===== config.mk =====
export PLATFORM = sky130hd
export DESIGN_NAME = log_mult_arbiter
export DESIGN_NICKNAME = d
export VERILOG_FILES = /design/src/rtl/log_arb_pkg.sv /design/src/rtl/log_mult_arbiter_rr.sv /design/src/rtl/log_mult_arbiter.sv
export SDC_FILE = /design/constraint.sdc
export NUM_CORES = 1
export LEC_CHECK = 0
export ABC_AREA = 1
export CAP_MARGIN = 30
export CORE_AREA = 2 2 101 103
export CTS_CLUSTER_SIZE = 14
export DETAILED_ROUTE_END_ITERATION = 8
export DIE_AREA = 0 0 103 105
export HOLD_SLACK_MARGIN = 0.12
export SLEW_MARGIN = 20
export SYNTH_ARGS = -nofsm -noshare
export SYNTH_HDL_FRONTEND = slang
export SYNTH_SLANG_ARGS = --single-unit

===== constraint.sdc =====
create_clock -name clk -period 2.35 [get_ports clk]
set_clock_uncertainty 0.05 [all_clocks]
set_input_delay 0.235 -clock clk [delete_from_list [all_inputs] [get_ports clk]]
set_output_delay 0.235 -clock clk [all_outputs]
set_load 0.03 [all_outputs]

===== src/rtl/log_arb_pkg.sv =====
// rtl/log_arb_pkg.sv - shared types and constants for the log-multiplier arbiter
package log_arb_pkg;

    localparam int STAT_W   = 16;
    localparam int TAG_ID_W = 3;

    function automatic int id_w(input int n);
        return (n > 1) ? $clog2(n) : 1;
    endfunction

    // Tag id is sized for the largest supported requester count (8).
    typedef struct packed {
        logic                valid;
        logic                zero;
        logic [TAG_ID_W-1:0] id;
    } log_tag_t;

endpackage


===== src/rtl/log_mult_arbiter_rr.sv =====
// rtl/log_mult_arbiter_rr.sv - combinational round-robin grant from a rotating pointer
module rr_arbiter
    import log_arb_pkg::*;
#(
    parameter int  NUM_REQ = 4,
    localparam int ID_W    = id_w(NUM_REQ)
) (
    input  logic [NUM_REQ-1:0] req,
    input  logic               enable,
    input  logic [ID_W-1:0]    ptr,
    output logic [NUM_REQ-1:0] grant,
    output logic [ID_W-1:0]    grant_idx,
    output logic               grant_valid
);

    logic [ID_W-1:0] cand;

    // Scan from the farthest candidate back to ptr so the nearest valid one wins.
    always_comb begin
        grant       = '0;
        grant_idx   = '0;
        grant_valid = 1'b0;
        cand        = '0;
        if (enable) begin
            for (int k = NUM_REQ - 1; k >= 0; k--) begin
                cand = ID_W'((int'(ptr) + k) % NUM_REQ);
                if (req[cand]) begin
                    grant_idx   = cand;
                    grant_valid = 1'b1;
                end
            end
        end
        if (grant_valid) begin
            grant = NUM_REQ'(1) << grant_idx;
        end
    end

endmodule


===== src/rtl/log_mult_arbiter.sv =====
// rtl/log_mult_arbiter.sv - round-robin sharing of a pipelined log multiplier; LOG_ARB_STATS_EN adds counters
module log_mult_arbiter
    import log_arb_pkg::*;
#(
    parameter int  NUM_REQ  = 4,
    parameter int  DATA_W   = 8,
    parameter int  CORE_LAT = 2,
    localparam int ID_W     = id_w(NUM_REQ)
) (
    input  logic                      clk,
    input  logic                      reset,
    input  logic                      enable,
    input  logic [NUM_REQ-1:0]        req_valid,
    input  logic [NUM_REQ*DATA_W-1:0] req_a,
    input  logic [NUM_REQ*DATA_W-1:0] req_b,
    output logic [NUM_REQ-1:0]        req_ready,
    output logic                      core_valid,
    output logic [DATA_W-1:0]         core_a,
    output logic [DATA_W-1:0]         core_b,
    input  logic [2*DATA_W-1:0]       core_result,
    output logic                      rsp_valid,
    output logic [ID_W-1:0]           rsp_id,
    output logic [2*DATA_W-1:0]       rsp_data
`ifdef LOG_ARB_STATS_EN
    ,
    output logic [NUM_REQ*STAT_W-1:0] stat_grants,
    output logic [STAT_W-1:0]         stat_zero_bypass
`endif
);

    logic [ID_W-1:0]   ptr;
    logic [ID_W-1:0]   grant_idx;
    logic              fire;
    logic [DATA_W-1:0] a_arr [NUM_REQ];
    logic [DATA_W-1:0] b_arr [NUM_REQ];
    logic [DATA_W-1:0] sel_a;
    logic [DATA_W-1:0] sel_b;
    logic              zero;
    log_tag_t          tag_pipe [CORE_LAT+1];

    for (genvar g = 0; g < NUM_REQ; g++) begin : g_unpack
        assign a_arr[g] = req_a[g*DATA_W +: DATA_W];
        assign b_arr[g] = req_b[g*DATA_W +: DATA_W];
    end

    rr_arbiter #(.NUM_REQ(NUM_REQ)) u_rr (
        .req         (req_valid),
        .enable      (enable && !reset),
        .ptr         (ptr),
        .grant       (req_ready),
        .grant_idx   (grant_idx),
        .grant_valid (fire)
    );

    assign sel_a = a_arr[grant_idx];
    assign sel_b = b_arr[grant_idx];
    assign zero  = (sel_a == '0) || (sel_b == '0);

    always_ff @(posedge clk) begin
        if (reset) begin
            ptr        <= '0;
            core_valid <= 1'b0;
            core_a     <= '0;
            core_b     <= '0;
            rsp_valid  <= 1'b0;
            rsp_id     <= '0;
            rsp_data   <= '0;
            for (int i = 0; i <= CORE_LAT; i++) begin
                tag_pipe[i] <= '0;
            end
        end else begin
            core_valid <= fire && !zero;
            if (fire) begin
                ptr <= (grant_idx == ID_W'(NUM_REQ - 1)) ? '0 : grant_idx + 1'b1;
            end
            // Zero-bypassed ops leave the core operands untouched.
            if (fire && !zero) begin
                core_a <= sel_a;
                core_b <= sel_b;
            end
            tag_pipe[0] <= '{valid: fire, zero: zero, id: TAG_ID_W'(grant_idx)};
            for (int i = 1; i <= CORE_LAT; i++) begin
                tag_pipe[i] <= tag_pipe[i-1];
            end
            rsp_valid <= tag_pipe[CORE_LAT].valid;
            if (tag_pipe[CORE_LAT].valid) begin
                rsp_id   <= tag_pipe[CORE_LAT].id[ID_W-1:0];
                rsp_data <= tag_pipe[CORE_LAT].zero ? '0 : core_result;
            end
        end
    end

`ifdef LOG_ARB_STATS_EN
    logic [STAT_W-1:0] grant_cnt [NUM_REQ];
    logic [STAT_W-1:0] zero_cnt;

    always_ff @(posedge clk) begin
        if (reset) begin
            for (int i = 0; i < NUM_REQ; i++) begin
                grant_cnt[i] <= '0;
            end
            zero_cnt <= '0;
        end else if (fire) begin
            if (grant_cnt[grant_idx] != '1) begin
                grant_cnt[grant_idx] <= grant_cnt[grant_idx] + 1'b1;
            end
            if (zero && zero_cnt != '1) begin
                zero_cnt <= zero_cnt + 1'b1;
            end
        end
    end

    for (genvar g = 0; g < NUM_REQ; g++) begin : g_stat
        assign stat_grants[g*STAT_W +: STAT_W] = grant_cnt[g];
    end
    assign stat_zero_bypass = zero_cnt;
`endif

endmodule


---- Yosys cells after proc, flatten, opt, wreduce, memory -nomap -nowiden ----
Memory sizes are Yosys's and may differ from the RTL's.
Cells that the tools add are included.
storage, ports and cells
  flip-flop bits (word level) ............. 38
  input port bits ......................... 87
  memories ................................ 1
  bits in writable memories ............... 15
cells by class
  shifts and indexed selects .............. 1
  mux-type cells .......................... 33
  bitwise operators ....................... 4
  add/sub/neg operators ................... 4
  magnitude comparators ................... 5
  equality and inequality tests ........... 1
  reductions and logical operators ........ 7
memory list
  memory    words  bits a word  read ports  clocked after memory_dff  write ports  line                    RTL
  tag_pipe  3      5            3           0                         3            log_mult_arbiter.sv:39  log_tag_t tag_pipe [CORE_LAT+1];
operator list
  kind                   count
  $bmux W8 S2            2
  $mux W8                4
  $logic_not A8 Y1       2
  $mux W16               1
  $mux W5                3
  $lt A2 B3 Y1 const B   4
  $mux W1                12
  $mux W2                6
  $bmux W1 S2            4
  $add A2 B1 Y2 const B  2
  $add A2 B2 Y2 const B  2
  $mux W4                1
  $shl A1 B2 Y4 const A  1
  $ge A3 B3 Y1 const B   1
  $not A2 Y3             1
  $or A1 B1 Y1           3
  $eq A2 B2 Y1 const B   1
  $logic_and A1 B1 Y1    2
  $logic_not A1 Y1       2
  $logic_or A1 B1 Y1     1

---- Depth between registers and ports, before layout ----
Gate-level depths: netlist (run 1).
  word-level depth ........................ 16
  mapped depth ............................ 21
  depth with buffers taken out ............ 19

---- Hierarchy ----
Synthesis (run 1) repeated with hierarchy kept, for this count alone.
unflattened totals
  cells, all modules ...................... 442
  area total of the unflattened synthesis .. 2,683.8 sq um
by module, submodules not included
  module            instances  seq. area each (sq um)  area each (sq um)  cells each
  log_mult_arbiter  1          1,001.0                 2,414.8            385
  rr_arbiter        1          0.0                     269.0              57

---- Worst setup path after synthesis (run 1) ----
OpenSTA, ideal clock, no wires.
  path type ............................... register to register
  from .................................... register ptr[0]
  to ...................................... register core_a[4]
  data arrival time ....................... 2.042 ns
  path slack .............................. 0.146 ns
  setup time .............................. 0.113 ns
  period minus slack after synthesis ...... 2.204 ns
  required time ........................... 2.187 ns
  stages on the path, launching flop included .. 18
  cells stage by stage .................... dfxtp_1 -> buf_6 -> xnor2_1 -> nand2_1 -> nor2_1 -> o21ai_2 -> a21oi_4 -> buf_4 -> nand3_1 -> nand2_1 -> nand2_1 -> nor2_1 -> nand2_2 -> nand3_4 -> buf_6 -> nand2_1 -> nand2_1 -> nor2_1
on the way
  word-level cells in the longest chain between the ends .. 16
RTL lines
  element                                   line                                            RTL
  from (decl)                               log_mult_arbiter.sv:31                          logic [ID_W-1:0] ptr;
  from (signal assigned)                    log_mult_arbiter.sv:74                          ptr <= (grant_idx == ID_W'(NUM_REQ - 1)) ? '0 : grant_idx + 1'b1;
  $add A2 B2 Y2                             log_mult_arbiter_rr.sv:26                       cand = ID_W'((int'(ptr) + k) % NUM_REQ);
  $bmux W1 S2                               log_mult_arbiter_rr.sv:27                       if (req[cand]) begin
  $mux W1 (implied by the code)             log_mult_arbiter_rr.sv:27
  $mux W2 (3 in series)                     log_mult_arbiter_rr.sv:27
  $mux W2 *                                 log_mult_arbiter_rr.sv:27
  $mux W2 *                                 log_mult_arbiter_rr.sv:24                       if (enable) begin
  via grant_idx[1]                          log_mult_arbiter.sv:32                          logic [ID_W-1:0] grant_idx;
  $not A2 Y3 (implied by the code) *        log_mult_arbiter.sv:55, log_mult_arbiter.sv:56
  $bmux W8 S2 (on tied branches)            log_mult_arbiter.sv:55, log_mult_arbiter.sv:56
  $mux W8 (on tied branches) (2 in series)  log_mult_arbiter.sv:55, log_mult_arbiter.sv:56
  $logic_not A8 Y1                          log_mult_arbiter.sv:57                          assign zero = (sel_a == '0) || (sel_b == '0);
  $logic_or A1 B1 Y1                        log_mult_arbiter.sv:57
  $logic_not A1 Y1                          log_mult_arbiter.sv:77                          if (fire && !zero) begin
  $logic_and A1 B1 Y1                       log_mult_arbiter.sv:77
  to (signal assigned)                      log_mult_arbiter.sv:78                          core_a <= sel_a;
  to (decl)                                 log_mult_arbiter.sv:18                          output logic [DATA_W-1:0] core_a,
The timed path passes the listed nets; every way through them passes the cells marked *. The select of a mux whose other input is x is not followed.
A chain may end at the register's enable or synchronous reset.

---- Worst setup path in the final report (run 1) ----
  from .................................... register ptr[0]
  to ...................................... register core_b[7]
on the way
  word-level cells in the longest chain between the ends .. 16
RTL lines
  element                                   line                                            RTL
  $add A2 B2 Y2                             log_mult_arbiter_rr.sv:26
  $bmux W1 S2                               log_mult_arbiter_rr.sv:27
  $mux W1 (implied by the code)             log_mult_arbiter_rr.sv:27
  $mux W2 (4 in series)                     log_mult_arbiter_rr.sv:27
  $mux W2                                   log_mult_arbiter_rr.sv:24
  $not A2 Y3 (implied by the code)          log_mult_arbiter.sv:55, log_mult_arbiter.sv:56
  $bmux W8 S2 (on tied branches)            log_mult_arbiter.sv:55, log_mult_arbiter.sv:56
  $mux W8 (on tied branches) (2 in series)  log_mult_arbiter.sv:55, log_mult_arbiter.sv:56
  $logic_not A8 Y1                          log_mult_arbiter.sv:57
  $logic_or A1 B1 Y1                        log_mult_arbiter.sv:57
  $logic_not A1 Y1                          log_mult_arbiter.sv:77
  $logic_and A1 B1 Y1                       log_mult_arbiter.sv:77
  to (signal assigned)                      log_mult_arbiter.sv:79                          core_b <= sel_b;
  to (decl)                                 log_mult_arbiter.sv:19                          output logic [DATA_W-1:0] core_b,
Parallel ways exist; a longest one is shown, timed or not. The select of a mux whose other input is x is not followed.

==> flow_metrics.tcl, run 1 <==
set metrics [dict create \
    worstSkewPairLatency_ns 0.31 \
    post-dp-hpwl_mm 6.859 \
    outcome "finished with violations" \
    whs_path_depth 2 \
    start_util 0.2970 \
    grt.overflow.total 0 \
    drv_cap 0 \
    num_rows 36 \
    cts_hold_buf 0 \
    numCtsBuffers 5 \
    io_buffers 126 \
    synthSimpleGateAreaFrac 0.4349 \
    grt_pass1_wl_mm 14.93 \
    hold_violations 0 \
    synth_nets 535 \
    final.setup.worst_slack_ns -0.1909 \
    synth-compound-area-share 0.05420 \
    slew-limit-headroom 0.6052 \
    synth.distinct_cells 27 \
    grt_usage 0.1705 \
    ant_nets 0 \
    areaGrowthSynthToFinish_pct 80.11 \
    peakVddDrop_v 0.0003051 \
    antenna_found_initial 0 \
    fillers 932 \
    dieArea_um2 10820 \
    path_clk_slew_ns 0.11 \
    root_buffer "clkbuf_8" \
    rsz0062_at_grt "true" \
    dpl_cell_area_um2 4508 \
    fmax_mhz 393.6 \
    synthAdderAreaFrac 0.01748 \
    clk_path_buf_depth 2 \
    layout.cells.non_filler 754 \
    routabilityCongestion 0.8857 \
    path_class "reg -> reg" \
    vias 3414 \
    htree_levels 2 \
    ioPinCount 127 \
    required_ns 2.51 \
    worst_path_max_delay_cell "dfxtp_4" \
    synth_area_leader_cell "dfxtp_1" \
    grt_max_degree 32 \
    synth_area_leaders "dfxtp_1, nand2_1, inv_1, nand4_1, nor2_1" \
    fin_nets 711 \
    drive_gt1_frac 0.2254 \
    drc 0 \
    drt_wl_total_mm 9.790 \
    crit_family "simple AND/OR/NAND/NOR gates" \
    via_per_inst 4.528 \
    reg2reg_depth 17 \
    crit_arrival_ns 2.70 \
    synth_top_area_frac 0.3497 \
    core_area_um2 9639 \
    power.leakage_nw 2.335 \
    violations "negative setup slack" \
    grt_pass1_vias 3230 \
    total_power_mw 2.952 \
    min_from "tag_pipe[0][6]" \
    synth_seq_area_share 0.3497 \
    setup_viol 21 \
    synth_xor_xnor_area_share 0.003059 \
    reg2reg_to "core_b[7]" \
    worst-path-max-fanout 12 \
    period_share 1.081 \
    start_kind "register" \
    final_area_um2 5156 \
    first_iter_violations 99 \
    r2r_slack_ns -0.19 \
    critPathMaxStageDelay_ns 0.38 \
    hp-class "reg -> reg" \
    place_inst 721 \
    timing.rr.start "ptr[0]" \
    ys_seq_elements 50 \
    die_width_um 103 \
    dieHeight_um 105 \
    antennaDiodeCount 0 \
    firstDrtPassIters 4 \
    cts_tree "done" \
    synth_warnings 0 \
    mappedNetlistArea_um2 2863 \
    synthMuxAreaShare 0 \
    hold_path_end "tag_pipe[0][11]" \
    synth_cells 444 \
    worst_slew_pin_slew_ns 0.5916 \
    final_common_cell "clkdlybuf4s50_1" \
    crit_chain "clkbuf_16 -> o21ai_4 -> nand2_2 -> nor2_2 -> o21ai_4 -> a21oi_4 -> buf_12 -> nand3_1 -> nand2_2 -> nand2_1 -> nor2_2 -> nand2_2 -> nand3_4 -> buf_12 -> nand2_1 -> nand2_1 -> nor2_1" \
    endpoint_kind "register" \
    wl_per_cell_um 12.98 \
    numClockSinks 50 \
    powerDensity_nw_per_um2 572.4 \
    final_cell_mix "clkdlybuf4s50_1, nand2_1, inv_1" \
    min_period_ns 2.541 \
    synth_top_family_by_area "simple AND/OR/NAND/NOR gates" \
    crit_buf_inv 3 \
    syn_avg_cell_area_um2 6.448 \
    maxSlewViolCount 0 \
]
## worst reg2reg max path: stages, from the launching register on
cell and delay [ns]:
dfxtp_4 0.38, clkbuf_16 0.16, o21ai_4 0.19, nand2_2 0.11, nor2_2 0.16, o21ai_4 0.11, a21oi_4 0.20, buf_12 0.16
nand3_1 0.09, nand2_2 0.10, nand2_1 0.08, nor2_2 0.11, nand2_2 0.08, nand3_4 0.15, buf_12 0.14, nand2_1 0.06
nand2_1 0.06, nor2_1 0.04
## where the power goes
part / switching (mW) / total [mW] / internal (mW)
clock network: 0.329 / 0.550 / 0.222
registers: 0.0323 / 0.935 / 0.903
logic: 0.730 / 1.47 / 0.736
total: 1.09 / 2.95 / 1.86
## sequential cells by signal, indices dropped and copies added, names as in the netlist
register	count
rsp_data	16
rsp_id	2
core_valid	1
core_b	8
core_a	8
rsp_valid	1
ptr	2
tag_pipe	12
## logic make-up after synthesis
logic type / count (synthesis)
buffers and inverters: 86
DFF: 50
adders and majority gates: 4
and+or+nand+nor: 275
xor gates and xnor gates: 1
AOI/OAI and AO/OA: 28
## stage by stage
stage	setup slack (ns)	hold slack (ns)	setup TNS, ns	util
final	-0.1909	0.3547	-3.427	0.5349
after CTS	-0.1607	0.3602	-2.378	0.5004
after detailed placement	-0.4264	0.3452	-7.532	0.4677
after global routing	-0.3540	0.3683	-6.856	0.5349
after floorplan	0.1457	0.3293	0	-
after global placement	-0.3387	0.3410	-5.993	0.4677
## synthesized netlist by cell type
master / count
a21oi_1: 20
buf_6: 5
nand3_4: 2
inv_1: 57
a21oi_4: 1
nand3_2: 5
nand3_1: 35
clkbuf_1: 5
buf_1: 2
buf_4: 6
nand2_2: 5
o21ai_1: 2
nand4_1: 33
nor2_2: 2
nand2_1: 140
nand2_4: 1
nor2_1: 51
xnor2_1: 1
buf_2: 7
ha_1: 4
or3_1: 1
inv_2: 2
dfxtp_1: 50
buf_8: 1
clkinv_1: 1
o21ai_2: 1
o21ai_0: 4
## worst max path at each step
stage / from / end / cells past startpoint
2_1_floorplan: ptr[0] / core_a[4] / 17
3_3_place_gp: req_valid[3] / core_a[4] / 20
3_5_place_dp: req_valid[1] / core_b[7] / 20
4_1_cts: ptr[0] / req_ready[1] / 14
5_1_grt: ptr[0] / core_b[5] / 17
6_report: ptr[0] / core_b[7] / 17
## cell type report
class                           instances  area (µm²)  area share
Multi-Input combinational cell        308        1683      0.3264
Clock buffer                            5       68.82     0.01335
Tap cell                              133       166.4     0.03227
Timing Repair Buffer                  195        1968      0.3817
Clock inverter                          3       28.78    0.005581
Inverter                               60       232.7     0.04513
Sequential cell                        50        1008      0.1956
## layer usage
metal | routed length (µm) | track usage
met5 | 0 | 0
met4 | 245 | 0.05075
met3 | 707 | 0.04080
met2 | 4722 | 0.2982
met1 | 4116 | 0.2028
## timing repair
action / in CTS / in global routing
gates resized for setup: 29 / 41
setup buffers: 12 / 7
cloned: 0 / 6
setup endpoints to repair: 22 / 22
pin swaps: 9 / 30
Power figures use the tool's default switching activity.
==> run 2: changes to the inputs <==
Settings changed: CORE_AREA 2 2 101 103 to 2 2 98 100, CTS_BUF_LIST set to sky130_fd_sc_hd__clkbuf_4 sky130_fd_sc_hd__clkbuf_8, DIE_AREA 0 0 103 105 to 0 0 100 102, SYNTH_HIERARCHICAL set to 1.
==> flow_metrics.tcl, run 2 <==
set metrics [dict create \
    start_util 0.2946 \
    wl_per_cell_um 12.52 \
    ioPinCount 127 \
    synth-edff-count 0 \
    fin_nets 699 \
    timing.rr.start "ptr[0]" \
    numClockSinks 50 \
    routabilityCongestion 0.8210 \
    worstSkewPairLatency_ns 0.30 \
    clkPwrFrac 0.299 \
    root_buffer "clkbuf_8" \
    syn_avg_cell_area_um2 6.072 \
    p_seq_frac 0.367 \
    dieHeight_um 102 \
    drc 0 \
    r2r_slack_ns -0.17 \
    sw_frac_of_total 0.2835 \
    synth_cells 442 \
    outcome "finished with violations" \
    final_common_cell "nand2_1" \
    mappedNetlistArea_um2 2684 \
    top_register "rsp_data" \
    dpl_cell_area_um2 4240 \
    final.setup.worst_slack_ns -0.1663 \
    powerDensity_nw_per_um2 512.6 \
    power.net_switching_uw 698.6 \
    endpoint "core_b[0]" \
    fin_tns_setup_ns -2.028 \
    hold_violations 0 \
    min_period_ns 2.516 \
    grt.overflow.total 0 \
    largestRegisters "rsp_data x16, tag_pipe x12" \
    areaGrowthSynthToFinish_pct 79.16 \
    grt_usage 0.1688 \
    clk_path_buf_depth 2 \
    worst-path-max-fanout 18 \
    synth_area_leaders "dfxtp_1, nand2_1, nor2_1, nand3_1, inv_1" \
    htree_levels 2 \
    period_share 1.071 \
    cts_tree "done" \
    violations "negative setup slack" \
    via_per_inst 4.450 \
    synth_seq_area_share 0.3730 \
    power.leakage_nw 2.230 \
    antenna_found_initial 0 \
    worst_slew_pin_slew_ns 0.5865 \
    antennaDiodeCount 0 \
    first_iter_violations 100 \
    setup_viol 17 \
    drt_wl_total_mm 9.050 \
    required_ns 2.49 \
    ys_seq_elements 50 \
    slew-limit-headroom 0.6086 \
    numCtsBuffers 5 \
    largest_reg_flops 16 \
    path_class "reg -> reg" \
    rsz0062_at_grt "true" \
    endpoint_kind "register" \
    synth_top_area_frac 0.3730 \
    synth_ff_type "dfxtp_1" \
    core_area_um2 9109 \
    p_comb_frac 0.335 \
    maxSlewViolCount 0 \
    reg2reg_depth 21 \
    path_clk_slew_ns 0.09 \
    crit_arrival_ns 2.66 \
    io_buffers 126 \
    drv_cap 0 \
    vias 3217 \
    ant_nets 0 \
    crit_start "ptr[0]" \
    synth_common_cells "nand2_1, nor2_1, dfxtp_1, inv_1, nand3_1" \
    grt_pass1_wl_mm 14.04 \
    firstDrtPassIters 4 \
    synth.distinct_cells 23 \
    fillers 911 \
    die_width_um 100 \
    final_area_um2 4808 \
    reg2reg_to "core_b[0]" \
    synth_area_leader_cell "dfxtp_1" \
    ys_async_sr_fraction 0 \
    yosysMostFrequentCell "nand2_1" \
    fmax_mhz 397.4 \
    peakVddDrop_v 0.0002652 \
    start_kind "register" \
    post-dp-hpwl_mm 6.533 \
    synth_warnings 6 \
    final_cell_mix "nand2_1, clkdlybuf4s50_1, nor2_1" \
    dieArea_um2 10200 \
    internal-power_mw 1.766 \
    synth_nets 530 \
    drive_gt1_frac 0.2026 \
    grt_pass1_vias 3178 \
    grt_max_degree 33 \
    num_rows 35 \
    hp-class "reg -> reg" \
]
==> run 2: cell count changes after synthesis, sizes merged, moves of 3 or more <==
cell	change
buf	-8
clkbuf	+3
ha	-3
inv	-4
nand2	+35
nand4	-32
nor2	+10
==> run 2: final cells by class <==
class / count / area [µm²] / share of cell area
flip-flops and latches: 50 / 1008 / 0.2097
clock buffers: 6 / 82.58 / 0.01717
well taps: 111 / 138.9 / 0.02888
multi-input cells: 315 / 1466 / 0.3050
repair buffers: 183 / 1817 / 0.3778
inverters: 56 / 235.2 / 0.04892
clock inverters: 2 / 60.06 / 0.01249
==> run 2: logic make-up (layout without fill, tap and decap cells) <==
logic type	count (synthesis)	after routing	synth area share
fa+ha+maj	1	1	0.004661
compound gates	26	26	0.05128
buf+inv	77	247	0.1305
simple gates	288	288	0.4406
flops	50	50	0.3730
==> run 2: critical path: stages (launching register included) <==
cell	delay, ns
dfxtp_4	0.44
inv_8	0.06
nand2_1	0.07
nand2_2	0.08
nand2_4	0.10
nand3_4	0.08
nand2_1	0.06
nand2_1	0.06
nand3_2	0.10
clkinv_4	0.11
buf_12	0.17
nand2_1	0.10
nand3_1	0.11
nand2_2	0.09
nand2_1	0.05
nor2_1	0.12
nand2_2	0.09
nand3_4	0.16
clkbuf_16	0.18
nand2_1	0.04
nand2_1	0.05
nor2_1	0.04
==> run 2: what timing repair did <==
| action | CTS | global route |
|---|---|---|
| pin swaps | 1 | 16 |
| setup buffers | 7 | 7 |
| cloned | 2 | 5 |
| gates resized for setup | 27 | 33 |
| setup endpoints to repair | 18 | 18 |
| hold buffers | 0 | 0 |
==> run 2: worst min path at each step <==
| stage | startpoint | endpoint | slack [ns] | depth (start not counted) |
|---|---|---|---|---|
| 5_1_grt | tag_pipe[0][6] | tag_pipe[0][11] | 0.37 | 2 |
| 2_1_floorplan | core_result[10] | rsp_data[10] | 0.33 | 2 |
| 6_report | tag_pipe[0][6] | tag_pipe[0][11] | 0.35 | 2 |
| 3_5_place_dp | tag_pipe[0][5] | tag_pipe[0][10] | 0.35 | 2 |
| 4_1_cts | tag_pipe[0][6] | tag_pipe[0][11] | 0.35 | 2 |
| 3_3_place_gp | tag_pipe[0][9] | tag_pipe[0][14] | 0.34 | 2 |
==> run 2: metrics by stage <==
step	hold slack [ns]	power (mW)	std cells	setup WS, ns	util
after floorplan	0.3293	1.264	442	0.03127	-
after global placement	0.3397	1.613	693	-0.3588	0.4655
after detailed placement	0.3455	1.619	693	-0.4396	0.4655
after CTS	0.3548	2.414	710	-0.08577	0.4993
after global routing	0.3688	2.601	723	-0.3174	0.5279
final	0.3515	2.465	723	-0.1663	0.5279
==> run 2: metal layers <==
metal | wire length [µm] | up-vias | GRT usage
li1 | - | 1673 | -
met4 | 47 | 0 | 0.04426
met5 | 0 | - | 0
met1 | 3843 | 1422 | 0.1926
met3 | 652 | 6 | 0.04172
met2 | 4506 | 116 | 0.3155
==> run 2: power groups by stage <==
stage | Clock, mW | Sequential (mW) | Combinational [mW]
after floorplan | 0 | 0.973 | 0.291
after global placement | 0 | 0.922 | 0.691
after detailed placement | 0 | 0.923 | 0.696
after CTS | 0.761 | 0.905 | 0.748
after global routing | 0.792 | 0.909 | 0.901
final | 0.736 | 0.904 | 0.825
==> run 3: changes to the inputs <==
Settings changed: CORE_AREA 2 2 98 100 to 2 2 103 95, CTS_CLUSTER_DIAMETER set to 80, DIE_AREA 0 0 100 102 to 0 0 105 97.
==> flow_metrics.tcl, run 3 (synthesis gave the netlist of run 2 again) <==
set metrics [dict create \
    wl_per_cell_um 12.49 \
    required_ns 2.51 \
    peakVddDrop_v 0.0002629 \
    largest_reg_flops 16 \
    antenna_found_initial 0 \
    dieHeight_um 97 \
    min_period_ns 2.471 \
    powerDensity_nw_per_um2 472.0 \
    dieArea_um2 10190 \
    num_rows 33 \
    antennaDiodeCount 0 \
    final_util 0.5228 \
    cts_tree "done" \
    final_common_cell "nand2_1" \
    grt_usage 0.1621 \
    routabilityCongestion 0.9129 \
    final_area_um2 4706 \
    final_cell_mix "nand2_1, clkdlybuf4s50_1, nor2_1" \
    endpoint_kind "register" \
    fmax_mhz 404.7 \
    grt_pass1_vias 2913 \
    slew-limit-headroom 0.6189 \
    worst_slew_pin_slew_ns 0.5710 \
    via_per_inst 4.348 \
    hold_violations 0 \
    post-dp-hpwl_mm 6.666 \
    ant_nets 0 \
    largestRegisters "rsp_data x16, tag_pipe x12" \
    die_width_um 105 \
    drv_cap 0 \
    place_inst 703 \
    fin_tns_setup_ns -1.569 \
    hp-class "reg -> reg" \
    internal-power_mw 1.525 \
    maxSlewViolCount 0 \
    setup_viol 17 \
    grt_pass1_wl_mm 13.46 \
    path_class "reg -> reg" \
    layout.cells.non_filler 722 \
    clk_path_buf_depth 2 \
    fin_nets 687 \
    cts_hold_buf 0 \
    grt_max_degree 34 \
    drive_gt1_frac 0.1783 \
    io_buffers 126 \
    htree_levels 2 \
    crit_arrival_ns 2.63 \
    period_share 1.051 \
    grt.overflow.total 0 \
    power.net_switching_uw 696.2 \
    firstDrtPassIters 4 \
    dpl_cell_area_um2 4247 \
    areaGrowthSynthToFinish_pct 75.34 \
    vias 3139 \
    power.leakage_nw 2.177 \
    drc 0 \
    core_area_um2 9001 \
    numClockSinks 50 \
    root_buffer "clkbuf_8" \
    first_iter_violations 108 \
    start_kind "register" \
    sw_frac_of_total 0.3134 \
    outcome "finished with violations" \
    final.setup.worst_slack_ns -0.1208 \
    worst-path-max-fanout 8 \
    numCtsBuffers 5 \
    drt_wl_total_mm 9.018 \
    clkPwrFrac 0.234 \
    violations "negative setup slack" \
    ioPinCount 127 \
    top_register "rsp_data" \
    p_comb_frac 0.359 \
    p_seq_frac 0.407 \
    rsz0062_at_grt "true" \
    start_util 0.2982 \
    worstSkewPairLatency_ns 0.30 \
    total_power_mw 2.221 \
    path_clk_slew_ns 0.10 \
]
[run 3: cell types whose count changed in the layout (fill, tap and decap cells not counted), sizes merged]
cell	previous run	this run
buf	58	45
bufinv	2	0
clkbuf	9	10
clkinv	2	3
clkinvlp	0	1
dlygate4sd2	1	0
dlymetal6s2s	1	2
[run 3: final timing paths]
path                        from              to  slack (ns)  cells after the start
setup / recovery          ptr[0]       core_b[2]       -0.12                     18
hold / removal    tag_pipe[0][1]  tag_pipe[0][6]        0.35                      2
setup reg to reg          ptr[0]       core_b[2]       -0.12                     18
hold reg to reg   tag_pipe[0][1]  tag_pipe[0][6]        0.35                      2
[run 3: layout make-up]
class	count	area, µm²
Clock buffer	6	82.58
Clock inverter	2	12.51
Fill cell	915	4295
Inverter	56	251.5
Multi-Input combinational cell	315	1465
Sequential cell	50	1006
Tap cell	122	152.6
Timing Repair Buffer	171	1735
[run 3: critical path: stages, from the launching register on]
cell	delay, ns
dfxtp_4	0.44
inv_8	0.06
nand2_2	0.08
nand3_2	0.08
buf_4	0.15
nand3_2	0.07
o21ai_2	0.07
a21oi_4	0.28
buf_6	0.18
nand3_1	0.09
nand2_2	0.10
nand2_1	0.05
nor2_1	0.13
nand2_2	0.09
nand3_4	0.16
clkbuf_16	0.17
nand2_1	0.05
nand2_1	0.05
nor2_1	0.03
[run 3: metal layers]
layer	track usage	up-vias	part of all wire	routed length, µm
met2	0.2862	120	0.49	4405
met1	0.1942	1361	0.42	3777
met3	0.04919	9	0.084	757
li1	-	1649	-	-
met4	0.03179	0	0.0085	77
met5	0	-	0	0
[run 3: what timing repair did]
action | in CTS | in global routing
buffers inserted | 1 | 4
cloned | 0 | 5
pin swaps | 1 | 15
gates resized for setup | 20 | 41
endpoints found under the setup margin | 17 | 21
[run 3: metrics by stage]
step	hold slack [ns]	setup WS (ns)
6_report	0.3540	-0.1208
5_1_grt	0.3621	-0.2661
4_1_cts	0.3552	-0.01413
3_5_place_dp	0.3424	-0.4830
3_3_place_gp	0.3395	-0.4169
2_1_floorplan	0.3293	0.03127
[run 3: power groups by stage]
stage | clock, mW | combinational (mW) | sequential [mW]
global placement | 0 | 0.690 | 0.921
detailed placement | 0 | 0.693 | 0.921
global route | 0.567 | 0.867 | 0.909
finish | 0.520 | 0.798 | 0.903
CTS | 0.539 | 0.714 | 0.902
floorplan | 0 | 0.291 | 0.973
